===== config.mk =====
export PLATFORM = sky130hd
export DESIGN_NAME = interrupt_acknowledge_sequencer
export DESIGN_NICKNAME = d
export VERILOG_FILES = /design/src/rtl/interrupt_acknowledge_sequencer.sv
export SDC_FILE = /design/constraint.sdc
export NUM_CORES = 1
export LEC_CHECK = 0
export ABC_AREA = 1
export BUFFER_PORTS_ARGS = -buffer_cell sky130_fd_sc_hd__buf_2
export CAP_MARGIN = 20
export CORE_UTILIZATION = 56
export CTS_CLUSTER_SIZE = 14
export DETAILED_ROUTE_END_ITERATION = 8
export PLACE_DENSITY = 0.78
export SYNTH_ARGS = -nofsm -noshare
export SYNTH_HDL_FRONTEND = slang
export SYNTH_SLANG_ARGS = --single-unit

===== constraint.sdc =====
create_clock -name clock -period 4.9 [get_ports clock]
set_input_delay 0.245 -clock clock [delete_from_list [all_inputs] [get_ports clock]]
set_output_delay 0.245 -clock clock [all_outputs]
set_load 0.01 [all_outputs]

===== src/rtl/interrupt_acknowledge_sequencer.sv =====
// rtl/interrupt_acknowledge_sequencer.sv - two-pulse INTA# sequencer that fetches the 8259 vector for the CPU
module interrupt_acknowledge_sequencer #(
   parameter int unsigned INTA_WIDTH = 2,
   parameter int unsigned INTA_GAP   = 2,
   parameter int unsigned HOLDOFF    = 2
) (
   input  logic       clock,
   input  logic       reset,
   input  logic       interrupt,
   input  logic       interrupt_enable,
   input  logic       cpu_ready,
   input  logic [7:0] data_bus_in,
   input  logic       vector_taken,
   output logic       interrupt_acknowledge_n,
   output logic [7:0] vector,
   output logic       vector_valid,
   output logic       busy
);

   typedef enum logic [2:0] {
      IDLE    = 3'd0,
      PULSE1  = 3'd1,
      GAP     = 3'd2,
      PULSE2  = 3'd3,
      DELIVER = 3'd4,
      COOL    = 3'd5
   } state_t;

   localparam logic [7:0] WIDTH_LOAD = 8'(INTA_WIDTH - 1);
   localparam logic [7:0] GAP_LOAD   = 8'(INTA_GAP - 1);
   localparam logic [7:0] HOLD_LOAD  = 8'(HOLDOFF - 1);

   state_t     state;
   state_t     state_next;
   logic [7:0] count;
   logic [7:0] count_next;
   logic       capture;

   always_ff @(posedge clock or posedge reset) begin
      if (reset) begin
         state                   <= IDLE;
         count                   <= 8'd0;
         interrupt_acknowledge_n <= 1'b1;
         vector                  <= 8'h00;
         vector_valid            <= 1'b0;
         busy                    <= 1'b0;
      end else begin
         state <= state_next;
         count <= count_next;
         // Outputs are registered from the next state so they line up with the state itself.
         interrupt_acknowledge_n <= !((state_next == PULSE1) || (state_next == PULSE2));
         vector_valid            <= (state_next == DELIVER);
         busy                    <= (state_next != IDLE);
         if (capture) begin
            vector <= data_bus_in;
         end
      end
   end

   always_comb begin
      state_next = state;
      count_next = count;
      capture    = 1'b0;
      case (state)
         IDLE: begin
            if (interrupt && interrupt_enable && cpu_ready) begin
               state_next = PULSE1;
               count_next = WIDTH_LOAD;
            end
         end
         PULSE1: begin
            if (count == 8'd0) begin
               state_next = GAP;
               count_next = GAP_LOAD;
            end else begin
               count_next = count - 8'd1;
            end
         end
         GAP: begin
            if (count == 8'd0) begin
               state_next = PULSE2;
               count_next = WIDTH_LOAD;
            end else begin
               count_next = count - 8'd1;
            end
         end
         PULSE2: begin
            if (count == 8'd0) begin
               state_next = DELIVER;
               capture    = 1'b1;
            end else begin
               count_next = count - 8'd1;
            end
         end
         DELIVER: begin
            if (vector_taken) begin
               state_next = COOL;
               count_next = HOLD_LOAD;
            end
         end
         COOL: begin
            // interrupt is deliberately not looked at until IDLE is reached again.
            if (count == 8'd0) begin
               state_next = IDLE;
            end else begin
               count_next = count - 8'd1;
            end
         end
         default: begin
            state_next = IDLE;
         end
      endcase
   end

endmodule


==> results.json <==
{
  "grt_max_degree": 23,
  "num_rows": 16,
  "synth_top_area_cell": "dfrtp_1",
  "clockBufferDepth": 2,
  "syn_avg_cell_area_um2": 7.211,
  "synth_fa_ha_area_frac": 0.01027,
  "start_util": 0.6088,
  "drtAntennaViolNets": 0,
  "synth.area.top_cells": "dfrtp_1, nand2_1, inv_1",
  "io_pins": 25,
  "multiInputGateArea_um2": 574.3,
  "finalHoldViolations": 0,
  "area_delta_synth_final_pct": 16.94,
  "cts_sinks": 22,
  "end_kind": "flip-flop",
  "finalPower_mw": 0.3330,
  "worstRegToRegCells": 9,
  "power_density_nw_per_um2": 233.6,
  "holdWs_ps": 60.02,
  "overflow": 0,
  "core_um2": 2002,
  "cts_tree": "yes",
  "drv_cap": 0,
  "rsz0062_at_grt": "false",
  "ys_seq_area_frac": 0.4528,
  "min_path_type": "primary input to asynchronous set/reset pin",
  "stdcell_count": 224,
  "peakVddDrop_mv": 0.2207,
  "slew_headroom": 0.4508,
  "synthSimpleGateAreaFrac": 0.3973,
  "final_common_cell": "nand2_1",
  "diodes": 0,
  "clkPwrFrac": 0.426,
  "finalWirelength_mm": 2.768,
  "drt_iter0_drc": 51,
  "synth_mux_area_frac": 0,
  "nNetsFinal": 213,
  "synthDistinctLibCells": 21,
  "drc_errors": 0,
  "status": "finished clean",
  "crit_type": "flip-flop to flip-flop",
  "avgViaCountPerCell": 5.397,
  "port_buffers": 24,
  "via_count": 1209,
  "cts_resized": 0,
  "antenna_found_initial": 0,
  "synth-edff-count": 0,
  "cp_max_fo": 10,
  "fillerInstances": 170,
  "dp.cells": 220,
  "setup-tns-final_ps": 0,
  "netlist_instances": 169,
  "synth_top_area_frac": 0.4312,
  "startpoint_type": "flip-flop",
  "fmax_ghz": 0.5288,
  "setup_viol": 0,
  "p_leak_nw": 0.7446,
  "die_area_um2": 2367,
  "clk_latency_ps": 320,
  "async_reset_ff_frac": 1.000,
  "die_x_um": 48.65,
  "grt_usage": 0.2545,
  "p_comb_frac": 0.028,
  "critPathArrivalTime_ps": 2100,
  "min_period_ps": 1891,
  "drt-wirelength-per-cell_um": 12.36,
  "netlist_area_um2": 1219,
  "postCtsHoldBufs": 0,
  "synth_top_family_by_area": "simple AND/OR/NAND/NOR gates",
  "final.period_utilization": 0.3859,
  "syn_nets": 184,
  "grt_pass1_wl_mm": 4.657,
  "p_int_mw": 0.2683,
  "sw_frac_of_total": 0.1944,
  "grt_pass1_vias": 1085,
  "p_switching_mw": 0.06472,
  "cts_max_level": 1,
  "post_cts_buffers": 0,
  "tightest_slew_ps": 822.9,
  "yosys_warnings": 0,
  "seq_area_um2": 551.8,
  "synth_top_flop_cell": "dfrtp_1",
  "numCtsBuffers": 3,
  "path_clk_slew_ps": 130,
  "die_height_um": 48.65,
  "cts_root_buf": "clkbuf_4",
  "synth_compound_area_frac": 0.04928,
  "cp.required_ps": 5110,
  "final-max-slew-violation-count": 0,
  "p_seq_frac": 0.545,
  "firstDrtPassIters": 5,
  "layout_common_cells": "nand2_1, buf_2, dfrtp_1, inv_1, nor2_1",
  "synth-xor-area-share": 0.01437,
  "synth-seq-cells": 22,
  "dpl.hpwl_mm": 2.088,
  "gp_congestion": 0.8925,
  "drive_above_1_share": 0.2183,
  "finClkSkew_ps": 6.994,
  "rrSetupSlack_ps": 3010
}
==> per-layer routing <==
metal,share of wire,GRT usage,vias up
li1,-,-,586
met2,0.46,0.4051,63
met5,0,0,-
met4,0.0087,0.09804,0
met1,0.46,0.3476,556
met3,0.067,0.04088,4
==> registers in the layout, indices dropped and copies added (netlist names) <==
name and cells:
count 8, vector 8, state 3, busy 1
interrupt_acknowledge_n 1, vector_valid 1
==> final timing paths <==
path / startpoint / to
min: reset / count[2]
min reg2reg: vector[1] / vector[1]
max: count[0] / vector[3]
min in group clock: data_bus_in[5] / vector[5]
max in group asynchronous: reset / state[2]
max reg2reg: count[0] / vector[3]
==> layout make-up <==
| cell class | count | area share |
|---|---|---|
| Clock buffer | 3 | 0.01580 |
| Tap cell | 27 | 0.02370 |
| Multi-Input combinational cell | 123 | 0.4030 |
| Sequential cell | 22 | 0.3872 |
| Clock inverter | 1 | 0.02107 |
| Timing Repair Buffer | 24 | 0.08428 |
| Inverter | 24 | 0.06497 |
==> cell usage after synthesis (2+ instances only) <==
master / number
a21oi_1: 2
dfrtp_1: 21
inv_1: 20
inv_2: 3
nand2_1: 62
nand2_2: 4
nand3_1: 12
nand4_1: 6
nor2_1: 16
nor2_2: 2
nor2_4: 2
o21ai_0: 4
o21ai_1: 6
xor2_1: 2
==> through the flow <==
stage / area [um2] / utilization / setup WS (ps)
floorplan: 1219 / - / 3369
global placement: 1373 / 0.6856 / 3233
detailed placement: 1373 / 0.6856 / 3078
CTS: 1425 / 0.7119 / 3050
global route: 1425 / 0.7119 / 2894
finish: 1425 / 0.7119 / 3009
==> critical path, cell delays in order, from the launching register on <==
cell and delay [ps]:
dfrtp_1 390, inv_1 130, ha_1 270, inv_1 90
nor2_1 150, nand2_2 160, nor2_4 240, inv_1 190
nand2_1 100, nand2_1 60
==> logic make-up (layout without fill, tap and decap cells) <==
kind of cell,after synthesis,in the layout
xor+xnor,2,2
flops,22,22
buf+inv,24,52
fa+ha+maj,1,1
simple gates,108,108
compound gates,12,12
==> power groups by stage <==
stage | Combinational (mW) | Sequential, mW | Clock [mW]
final | 0.00938 | 0.182 | 0.142
after floorplan | 0.00349 | 0.185 | 0
after detailed placement | 0.00972 | 0.185 | 0
after global placement | 0.00933 | 0.185 | 0
after global routing | 0.0109 | 0.182 | 0.149
after CTS | 0.00971 | 0.182 | 0.144
(Power assumes the default switching activity.)
